### src/rtl/bcd_count_sequencer.sv
// Four-digit BCD count sequencer: prescaled tick, digit ripple with per-digit carry,
// run/pause/clear control and terminal-count flag (wrap or stop at LIMIT).
module bcd_count_sequencer #(
    parameter int unsigned PRESCALE  = 4,
    parameter logic [15:0] LIMIT     = 16'h9675,
    parameter bit          AUTO_WRAP = 1'b1
) (
    input  logic        clk,
    input  logic        rst,
    input  logic        start,
    input  logic        stop,
    input  logic        clear,
    output logic [15:0] qbcd,
    output logic [3:0]  carry,
    output logic        tick,
    output logic        running,
    output logic        flag
);

    localparam int unsigned PW       = (PRESCALE > 1) ? $clog2(PRESCALE) : 1;
    localparam logic [PW-1:0] PRE_LAST = PW'(PRESCALE - 1);

    typedef enum logic [1:0] {
        IDLE  = 2'd0,
        RUN   = 2'd1,
        PAUSE = 2'd2,
        DONE  = 2'd3
    } state_t;

    state_t        state;
    state_t        state_next;
    logic [PW-1:0] pre;
    logic [PW-1:0] pre_next;
    logic [15:0]   qbcd_next;
    logic [3:0]    carry_next;
    logic          tick_next;
    logic          flag_next;
    logic [15:0]   inc_val;
    logic [3:0]    inc_carry;
    logic          ripple;

    // BCD +1: each digit at 9 rolls to 0 and passes the increment upward
    always_comb begin
        inc_val   = qbcd;
        inc_carry = 4'b0000;
        ripple    = 1'b1;
        for (int i = 0; i < 4; i++) begin
            if (ripple) begin
                if (qbcd[4*i +: 4] == 4'd9) begin
                    inc_val[4*i +: 4] = 4'd0;
                    inc_carry[i]      = 1'b1;
                end else begin
                    inc_val[4*i +: 4] = qbcd[4*i +: 4] + 4'd1;
                    ripple            = 1'b0;
                end
            end
        end
    end

    // Next state, prescaler and registered-output values; clear > stop > start
    always_comb begin
        state_next = state;
        pre_next   = pre;
        qbcd_next  = qbcd;
        carry_next = 4'b0000;
        tick_next  = 1'b0;
        flag_next  = AUTO_WRAP ? 1'b0 : flag;

        if (clear) begin
            state_next = IDLE;
            pre_next   = '0;
            qbcd_next  = 16'h0000;
            flag_next  = 1'b0;
        end else begin
            case (state)
                IDLE: begin
                    pre_next = '0;
                    if (!stop && start) begin
                        state_next = RUN;
                    end
                end
                RUN: begin
                    if (stop) begin
                        state_next = PAUSE;
                    end else if (pre == PRE_LAST) begin
                        pre_next = '0;
                        if (qbcd == LIMIT) begin
                            flag_next = 1'b1;
                            if (AUTO_WRAP) begin
                                qbcd_next = 16'h0000;
                                tick_next = 1'b1;
                            end else begin
                                state_next = DONE;
                            end
                        end else begin
                            qbcd_next  = inc_val;
                            carry_next = inc_carry;
                            tick_next  = 1'b1;
                        end
                    end else begin
                        pre_next = pre + PW'(1);
                    end
                end
                PAUSE: begin
                    if (!stop && start) begin
                        state_next = RUN;
                    end
                end
                DONE: begin
                    pre_next = '0;
                end
                default: begin
                    state_next = IDLE;
                    pre_next   = '0;
                end
            endcase
        end
    end

    // State and output registers
    always_ff @(posedge clk or posedge rst) begin
        if (rst) begin
            state   <= IDLE;
            pre     <= '0;
            qbcd    <= 16'h0000;
            carry   <= 4'b0000;
            tick    <= 1'b0;
            running <= 1'b0;
            flag    <= 1'b0;
        end else begin
            state   <= state_next;
            pre     <= pre_next;
            qbcd    <= qbcd_next;
            carry   <= carry_next;
            tick    <= tick_next;
            running <= (state_next == RUN);
            flag    <= flag_next;
        end
    end

endmodule

### config.mk
export PLATFORM = sky130hd
export DESIGN_NAME = bcd_count_sequencer
export DESIGN_NICKNAME = d
export VERILOG_FILES = /design/src/rtl/bcd_count_sequencer.sv
export SDC_FILE = /design/constraint.sdc
export NUM_CORES = 1
export LEC_CHECK = 0
export ABC_AREA = 1
export CAP_MARGIN = 20
export CORE_MARGIN = 1
export CORE_UTILIZATION = 47
export DETAILED_ROUTE_END_ITERATION = 16
export PLACE_DENSITY_LB_ADDON = 0.25
export SETUP_SLACK_MARGIN = 0.05
export SYNTH_ARGS = -nofsm -noshare
export SYNTH_HDL_FRONTEND = slang
export SYNTH_SLANG_ARGS = --single-unit
export TNS_END_PERCENT = 5
### constraint.sdc
create_clock -name clk -period 1.4 [get_ports clk]
set_input_delay 0.21 -clock clk [delete_from_list [all_inputs] [get_ports clk]]
set_output_delay 0.21 -clock clk [all_outputs]
set_load 0.01 [all_outputs]
==> results of run 1 <==
[path summary, 6_finish.rpt]
check | slack, ns | end | startpoint | depth (start not counted)
setup / recovery | -0.14 | qbcd[12] | qbcd[5] | 11
hold / removal | 0.19 | carry[3] | rst | 3
setup reg to reg | -0.14 | qbcd[12] | qbcd[5] | 11
hold reg to reg | 0.55 | pre[1] | pre[1] | 2
max in group asynchronous | 1.03 | qbcd[6] | rst | 3
min in group clk | 0.55 | pre[1] | pre[1] | 2
[sequential cells by signal, indices dropped and copies added, names as in the netlist]
signal   count
pre          2
running      1
state        2
flag         1
tick         1
carry        4
qbcd        16
[critical path: stages, from the launching register on]
cell and delay, ns:
dfrtp_1 0.39, buf_6 0.12, ha_4 0.13, nand2_1 0.07
inv_2 0.08, nand2_1 0.08, nor2_2 0.18, nand2_4 0.11
nand3_4 0.12, nand2_4 0.07, nand2_1 0.05, nand2_1 0.04
[cells by family after synthesis]
logic type	count (synthesis)	share of synthesized area (%)
simple gates	116	31.7
buf+inv	35	8.50
flops	27	42.5
compound gates	14	5.28
fa+ha+maj	11	8.66
xor+xnor	6	3.31
[placed cells by master, fill, tap and decap left out, drive strengths merged, types with 3 or more instances in the layout]
cell type	n
nand3	17
or2	3
inv	34
buf	48
dfrtp	27
nor2	32
clkbuf	9
dlygate4sd2	4
dlymetal6s2s	11
xor2	5
nor3	3
o21ai	5
nand2	59
clkdlybuf4s50	4
a21oi	3
o22ai	3
ha	11
[what timing repair did]
| item | 4_1_cts | 5_1_grt |
|---|---|---|
| pin swaps | 4 | 15 |
| setup endpoints to repair | 44 | 44 |
| resized for setup | 29 | 55 |
| setup buffers | 16 | 3 |
[cells in the mapped netlist (all sizes together), types with 2 or more instances]
cell     n
nand2   59
inv     34
nor2    32
dfrtp   27
nand3   17
ha      11
o21ai    5
xor2     5
a21oi    3
nor3     3
o22ai    3
or2      3
o211ai   2
[cell type report]
class	instances	area (um2)	area share, %
Clock buffer	4	26.3	1.06
Inverter	34	130	5.25
Multi-Input combinational cell	147	945	38.1
Sequential cell	27	679	27.4
Tap cell	44	55.1	2.22
Timing Repair Buffer	74	642	25.9
[metrics by stage]
| step | instances | hold WS, ns |
|---|---|---|
| 2_1_floorplan | 209 | 0.263 |
| 6_report | 330 | 0.193 |
| 4_1_cts | 327 | 0.203 |
| 3_3_place_gp | 307 | 0.530 |
| 5_1_grt | 330 | 0.204 |
| 3_5_place_dp | 307 | 0.532 |
[where the power goes]
group	total [mW]	switching, mW	internal [mW]
combinational	0.686	0.349	0.336
clock	0.342	0.230	0.112
sequential	0.870	0.0345	0.836
[per-layer routing]
metal	vias up	routed length [um]	track usage, %
li1	806	-	-
met1	750	1810	29.7
met2	70	2120	39.4
met3	22	195	2.81
met4	0	167	5.98
met5	-	0	0
==> results.py, run 1 <==
metrics = {
    "outcome": {
        "status": "complete, but fails checks",
        "violations": "setup timing",
    },
    "sta": {
        "timing.final.ws_setup_ns": -0.136,
        "hold_viol": 0,
        "finalSetupTns_ns": -1.66,
        "rsz0062_at_grt": "yes",
        "worstMarginPinSlew_ns": 0.373,
        "fin_skew_ns": 0.00697,
        "slew_headroom_pct": 74.9,
        "fmax_ghz": 0.651,
        "period_needed_ns": 1.54,
        "slew_viol_final": 0,
        "period_share_pct": 110,
        "setup_viol": 18,
    },
    "final_layout": {
        "drive_gt1_share_pct": 37.4,
        "nFillCells": 211,
        "final_area_um2": 2480,
        "final_nets": 303,
        "area_delta_synth_final_pct": 55.9,
        "fin_util_pct": 79.2,
        "n_antenna_cell": 0,
    },
    "place": {
        "post-place-ws_ns": -0.171,
        "gp_congestion": 0.888,
        "dpl.hpwl_um": 2630,
        "numPortBuffers": 27,
        "place_area_um2": 2170,
    },
    "floorplan": {
        "die-area_um2": 3620,
        "die_h_um": 60.1,
        "coreArea_um2": 3130,
        "pin_count": 28,
        "chipWidth_um": 60.1,
        "initial_utilization_pct": 50.8,
        "placementRows": 20,
    },
    "clock_tree": {
        "cts.path.max_buffers": 2,
        "cts_tree": "built",
        "h-tree-depth": 1,
        "cts_made_buffers": 3,
        "root_buffer": "clkbuf_4",
        "clock_latency_ns": 0.32,
        "cts.sink_count": 27,
        "ctsHoldBuffers": 0,
        "cts.clk_slew.worst_paths_ns": 0.15,
    },
    "logic_synthesis": {
        "seq_area_frac_synth_pct": 42.5,
        "ys_ff_latch": 27,
        "yosysTopAreaCellShare_pct": 42.5,
        "ys.warnings.count": 0,
        "synth_area_um2": 1590,
        "synthCells": 209,
        "async_flop_share_pct": 100,
        "synthTopCellsByArea": "dfrtp_1, nand2_1, ha_1, inv_1, nor2_1",
        "synth_edf_count": 0,
        "syn_nets": 225,
        "synth_ff_type": "dfrtp_1",
        "synth_largest_area_cell": "dfrtp_1",
        "syn_area_per_cell_um2": 7.60,
        "ys_types": 27,
    },
    "power": {
        "cellPowerDensity_nw_per_um2": 766,
        "total_power_mw": 1.90,
        "ir_worst_vdd_mv": 0.532,
        "p_leak_nw": 1.44,
    },
    "worst_setup_path": {
        "cp.arrival_ns": 1.77,
        "crit_path_start_kind": "flop",
        "path_class": "flop to flop",
        "cp-end-kind": "flop",
        "cp_max_fo": 5,
        "worstPathRequired_ns": 1.64,
    },
    "grt": {
        "grt_use_total_pct": 22.8,
        "grt_max_degree": 28,
        "antenna_found_initial": 0,
        "grt_pass1_vias": 1451,
        "grt_remaining_overflow": 0,
        "grt_pass1_wl_um": 6160,
    },
    "routing": {
        "vias": 1648,
        "drt_iter0_markers": 81,
        "routedWlPerCell_um": 13.0,
        "wirelength_um": 4290,
        "drt_first_pass_iters": 4,
        "remaining_drc_errors": 0,
        "ant_nets": 0,
        "routed_via_density": 4.99,
    },
    "min_path": {
        "hp-class": "primary input to async pin",
    },
    "flow_run": {
        "max_cap_violations": 0,
    },
}
Note: power is estimated with default switching activity, not from simulation.
==> inputs of run 2 (changes only) <==
clock period = 1.3 ns   (was 1.4 ns; I/O delays follow)
==> run 2 against run 1 <==
Net effect: the run still ends with setup timing left; fmax fell by 4.0%; register-to-register slack got worse by 0.16 ns; die area unchanged; sequential cell count stayed put; largest cell class unchanged; utilization is 4.6 points higher; clock skew rose by 0.0019 ns.
==> results.py, run 2 (synthesized netlist as in run 1, its figures left out) <==
metrics = {
    "routing": {
        "ant_nets": 0,
        "drt_first_pass_iters": 4,
        "routedWlPerCell_um": 15.2,
        "vias": 1794,
        "wirelength_um": 5220,
        "routed_via_density": 5.25,
        "remaining_drc_errors": 0,
        "drt_iter0_markers": 121,
    },
    "clock_tree": {
        "cts.sink_count": 27,
        "cts.path.max_buffers": 2,
        "ctsHoldBuffers": 0,
        "root_buffer": "clkbuf_4",
        "h-tree-depth": 1,
        "cts.clk_slew.worst_paths_ns": 0.15,
        "cts_made_buffers": 3,
        "clock_latency_ns": 0.34,
        "cts_tree": "built",
    },
    "sta": {
        "hold_ws_ns": 0.179,
        "period_share_pct": 123,
        "slew_viol_final": 0,
        "setup_viol": 27,
        "fmax_ghz": 0.625,
        "worstMarginPinSlew_ns": 0.303,
        "fin_skew_ns": 0.00889,
        "slew_headroom_pct": 79.7,
        "timing.final.ws_setup_ns": -0.299,
        "hold_viol": 0,
        "period_needed_ns": 1.60,
        "rsz0062_at_grt": "yes",
    },
    "final_layout": {
        "area_delta_synth_final_pct": 65.0,
        "final_cell_mix": "buf_4, nand2_1, inv_1",
        "final_area_um2": 2620,
        "top_regs": "qbcd: 16 flops, carry: 4 flops",
        "drive_gt1_share_pct": 44.0,
        "final_common_cell": "buf_4",
        "largest_reg_flops": 16,
        "final_nets": 315,
        "largest-register": "qbcd",
        "n_antenna_cell": 0,
    },
    "flow_run": {
        "max_cap_violations": 0,
    },
    "worst_setup_path": {
        "cp-end-kind": "flop",
        "r2r_setup_slack_ns": -0.30,
        "crit_top_cell": "nand2_1",
        "cp-startpoint": "qbcd[5]",
        "r2r_cells": 10,
        "max_stage_delay_ns": 0.44,
        "r2r_start": "qbcd[5]",
        "worstPathRequired_ns": 1.53,
        "cp.arrival_ns": 1.83,
        "cp_max_fo": 5,
        "crit_path_start_kind": "flop",
        "slowest_stage": "dfrtp_1",
        "endpoint": "qbcd[15]",
        "rr_endpoint": "qbcd[15]",
        "path_class": "flop to flop",
        "path_cells": "buf_6 -> inv_1 -> ha_2 -> nand3_2 -> nor2_2 -> nand2_2 -> nand3_4 -> nand2_4 -> nand2_1 -> nand2_1",
    },
    "place": {
        "place_area_um2": 2240,
        "numPortBuffers": 27,
        "dpl.hpwl_um": 2870,
        "post-place-ws_ns": -0.294,
        "gp_congestion": 0.903,
    },
    "power": {
        "total_power_mw": 2.16,
        "cellPowerDensity_nw_per_um2": 823,
        "ir_worst_vdd_mv": 0.510,
        "p_leak_nw": 1.41,
    },
    "grt": {
        "antenna_found_initial": 0,
        "grt_remaining_overflow": 0,
        "grt_use_total_pct": 24.3,
        "grt_pass1_vias": 1492,
        "grt_max_degree": 28,
        "grt_pass1_wl_um": 6500,
    },
    "floorplan": {
        "initial_utilization_pct": 50.8,
        "pin_count": 28,
        "placementRows": 20,
        "die_h_um": 60.1,
        "chipWidth_um": 60.1,
        "coreArea_um2": 3130,
        "die-area_um2": 3620,
    },
    "outcome": {
        "status": "complete, but fails checks",
        "violations": "setup timing",
    },
    "min_path": {
        "hp-class": "primary input to async pin",
    },
}
-- run 2: cell count changes in the layout (fill, tap and decap cells not counted), sizes merged --
cell,delta
buf,+22
dlymetal6s2s,-11
clkbuf,-5
dlygate4sd2,+6
-- run 2: area by class of cell --
cell class	count	area, um2
fill	179	507
multi-input combinational	147	1000
clock buffer	4	26.3
sequential	27	679
tap	44	55.1
inverter	34	133
timing repair buffer	86	723
-- run 2: routing by layer --
layer	wire [um]	global-route usage [%]	vias to the layer above	part of all wire [%]
li1	-	-	825	-
met1	2070	31.5	866	40
met2	2680	42.1	76	51
met3	258	2.60	27	4.9
met4	209	7.31	0	4.0
met5	0	0	-	0
-- run 2: metrics by stage --
stage / cells / utilization [%] / setup TNS [ns]
global route: 342 / 83.8 / -6.30
detailed placement: 317 / 71.7 / -4.48
finish: 342 / 83.8 / -3.94
floorplan: 209 / - / -0.875
CTS: 334 / 76.0 / -2.31
global placement: 317 / 71.7 / -3.71
-- run 2: how the worst min path moves through the flow --
stage	slack, ns	startpoint	endpoint
final	0.18	rst	qbcd[11]
after global routing	0.19	rst	carry[1]
after CTS	0.20	rst	carry[1]
after detailed placement	0.53	pre[1]	pre[1]
after global placement	0.53	pre[1]	pre[1]
after floorplan	0.25	rst	carry[0]
-- run 2: repair_timing --
| item | in CTS | in global routing |
|---|---|---|
| pin swaps | 11 | 19 |
| setup buffers | 13 | 8 |
| setup endpoints to repair | 49 | 31 |
| resized for setup | 78 | 50 |
-- run 2: worst max-delay path, delay by kind of cell (launching register included) --
kind / cells / cell delay [ns]
and+or+nand+nor: 7 / 0.71
DFF: 1 / 0.44
adders and majority gates: 1 / 0.16
buffers and inverters: 2 / 0.18
-- run 2: where the power goes --
group          total, mW  switching [mW]  internal (mW)
clock              0.382           0.261          0.121
sequential         0.942          0.0420          0.900
combinational      0.833           0.410          0.423
==> inputs of run 3 (changes only) <==
ABC_AREA = 0   (was 1)
ABC_CLOCK_PERIOD_IN_PS = 1300   (was default)
CORE_UTILIZATION = 33   (was 47)
==> run 3 against run 2 <==
Net effect: the flow finishes with violations (DRC, setup timing); first-iteration DRC count is 20% lower; cell count fell by 16%; worst hold slack improved by 0.051 ns; via count shrank 12%; largest power group unchanged; register-to-register slack got worse by 0.23 ns.
==> results.py, run 3 <==
metrics = {
    "outcome": {
        "status": "complete, but fails checks",
        "violations": "DRC, setup timing",
    },
    "logic_synthesis": {
        "ys_ff_latch": 27,
        "async_flop_share_pct": 100,
        "synth_ff_type": "dfrtp_1",
        "yosysTopAreaCellShare_pct": 42.8,
        "seq_area_frac_synth_pct": 42.8,
        "ys_types": 45,
        "ys.warnings.count": 0,
        "synthTopCellsByArea": "dfrtp_1, ha_1, nand2_1, inv_1, nor2_1",
        "syn_nets": 180,
        "synth_edf_count": 0,
        "synth_area_um2": 1580,
        "synth_largest_area_cell": "dfrtp_1",
        "synthTopCellsByCount": "dfrtp_1, nand2_1, inv_1",
        "synth_most_common_cell": "dfrtp_1",
        "syn_area_per_cell_um2": 9.64,
        "synthCells": 164,
    },
    "routing": {
        "drt_iter0_markers": 97,
        "wirelength_um": 4440,
        "vias": 1573,
        "ant_nets": 0,
        "routedWlPerCell_um": 15.4,
        "drt_first_pass_iters": 10,
        "routed_via_density": 5.46,
        "remaining_drc_errors": 3,
    },
    "grt": {
        "grt_max_degree": 28,
        "use_met1_pct": 22.0,
        "grt_use_met2_pct": 33.3,
        "busiest_layer": "met2",
        "grt_pass1_vias": 1616,
        "grt_pass1_wl_um": 7400,
        "grt_use_total_pct": 18.6,
        "grt_remaining_overflow": 0,
        "antenna_found_initial": 0,
        "grt_use_met3_pct": 4.13,
    },
    "sta": {
        "setup_viol": 26,
        "hold_ws_ns": 0.230,
        "period_share_pct": 141,
        "finalSetupTns_ns": -8.66,
        "timing.final.ws_setup_ns": -0.532,
        "worstMarginPinSlew_ns": 0.360,
        "hold_viol": 0,
        "fin_skew_ns": 0.0110,
        "slew_viol_final": 0,
        "fmax_ghz": 0.546,
        "slew_headroom_pct": 75.7,
        "period_needed_ns": 1.83,
        "rsz0062_at_grt": "yes",
    },
    "clock_tree": {
        "cts.sink_count": 27,
        "cts_made_buffers": 3,
        "clock_latency_ns": 0.28,
        "post-cts-setup-buffer-count": 0,
        "cts.path.max_buffers": 2,
        "cts_tree": "built",
        "cts.clk_slew.worst_paths_ns": 0.10,
        "root_buffer": "clkbuf_8",
        "ctsHoldBuffers": 0,
        "h-tree-depth": 1,
    },
    "final_layout": {
        "largest_reg_flops": 16,
        "fin_cells": 288,
        "largest-register": "qbcd",
        "final_common_cell": "buf_4",
        "n_antenna_cell": 0,
        "area_delta_synth_final_pct": 50.0,
        "drive_gt1_share_pct": 41.5,
        "final_nets": 253,
        "top_regs": "qbcd: 16 flops, carry: 4 flops",
        "final_cell_mix": "buf_4, dfrtp_1, nand2_1",
        "final_area_um2": 2370,
        "nFillCells": 418,
    },
    "worst_setup_path": {
        "r2r_start": "qbcd[1]",
        "rr_endpoint": "qbcd[15]",
        "cp_max_fo": 8,
        "cp.arrival_ns": 2.05,
        "path_class": "flop to flop",
        "cp-end-kind": "flop",
        "crit_path_start_kind": "flop",
        "r2r_cells": 6,
        "r2r_setup_slack_ns": -0.53,
        "worstPathRequired_ns": 1.52,
    },
    "floorplan": {
        "placementRows": 24,
        "pin_count": 28,
        "initial_utilization_pct": 35.3,
        "coreArea_um2": 4470,
        "die_h_um": 71.2,
        "chipWidth_um": 71.2,
        "die-area_um2": 5070,
    },
    "place": {
        "gp_congestion": 0.880,
        "post-place-ws_ns": -0.667,
        "dp_cells": 284,
        "place_area_um2": 2270,
        "numPortBuffers": 27,
        "dpl.hpwl_um": 3260,
    },
    "power": {
        "ir_worst_vdd_mv": 0.537,
        "cellPowerDensity_nw_per_um2": 686,
        "p_leak_nw": 1.11,
    },
    "min_path": {
        "hp-class": "primary input to async pin",
    },
    "flow_run": {
        "max_cap_violations": 0,
    },
}
## run 3: cell count changes in the layout (fill, tap and decap cells not counted), moves of 8 or more
cell	delta
nand2_1	-27
inv_1	-15
nor2_1	-10
buf_4	-9
nand2_2	-8
nand2_4	-8
nand3_1	-8
## run 3: logic make-up (layout without fill, tap and decap cells)
kind of cell    Yosys count  after routing  share of synthesized area (%)
compound gates           35             35                           16.2
fa+ha+maj                11             11                           8.71
flops                    27             27                           42.8
buf+inv                  22             94                           6.41
simple gates             65             65                           23.4
mux                       4              4                           2.61
## run 3: cell type report
cell class | instances | area, um2 | area share [%]
inverters | 14 | 55.1 | 2.32
repair buffers | 76 | 603 | 25.4
multi-input cells | 115 | 922 | 38.9
well taps | 52 | 65.1 | 2.75
clock buffers | 4 | 45.0 | 1.90
flip-flops and latches | 27 | 679 | 28.7
## run 3: power by group
part	internal, mW	leakage, nW	switching, mW
Clock	0.220	0.0228	0.270
Combinational	0.132	0.717	0.132
Sequential	0.860	0.369	0.0126
Total	1.21	1.11	0.415
## run 3: worst max-delay path, stage by stage, from the launching register on
cell and delay (ns):
dfrtp_1 0.40, inv_1 0.06, ha_2 0.18, nand4bb_1 0.14, or4_4 0.52, a2111o_1 0.39
o21ai_1 0.08
## run 3: per-stage QoR
step                power [mW]  util (%)
floorplan                 1.01         -
global placement          1.15      50.6
detailed placement        1.15      50.6
CTS                       1.66      52.7
global route              1.71      53.0
finish                    1.63      53.0
## run 3: repair_timing
item                                    CTS  global route
gates resized for setup                  86            17
endpoints found under the setup margin   49            35
endpoints found under the hold margin     0             0
pin swaps                                 6             7
## run 3: worst max-delay path by stage
| stage | from | endpoint | slack [ns] |
|---|---|---|---|
| 2_1_floorplan | qbcd[5] | qbcd[15] | -0.61 |
| 3_3_place_gp | qbcd[13] | qbcd[9] | -0.59 |
| 3_5_place_dp | qbcd[1] | qbcd[13] | -0.67 |
| 4_1_cts | qbcd[1] | qbcd[3] | -0.52 |
| 5_1_grt | qbcd[1] | qbcd[15] | -0.62 |
| 6_report | qbcd[1] | qbcd[15] | -0.53 |
## run 3: per-layer routing
layer,vias up,wire length (um)
met2,34,2280
li1,747,-
met5,-,0
met1,781,1940
met4,0,68
met3,11,153
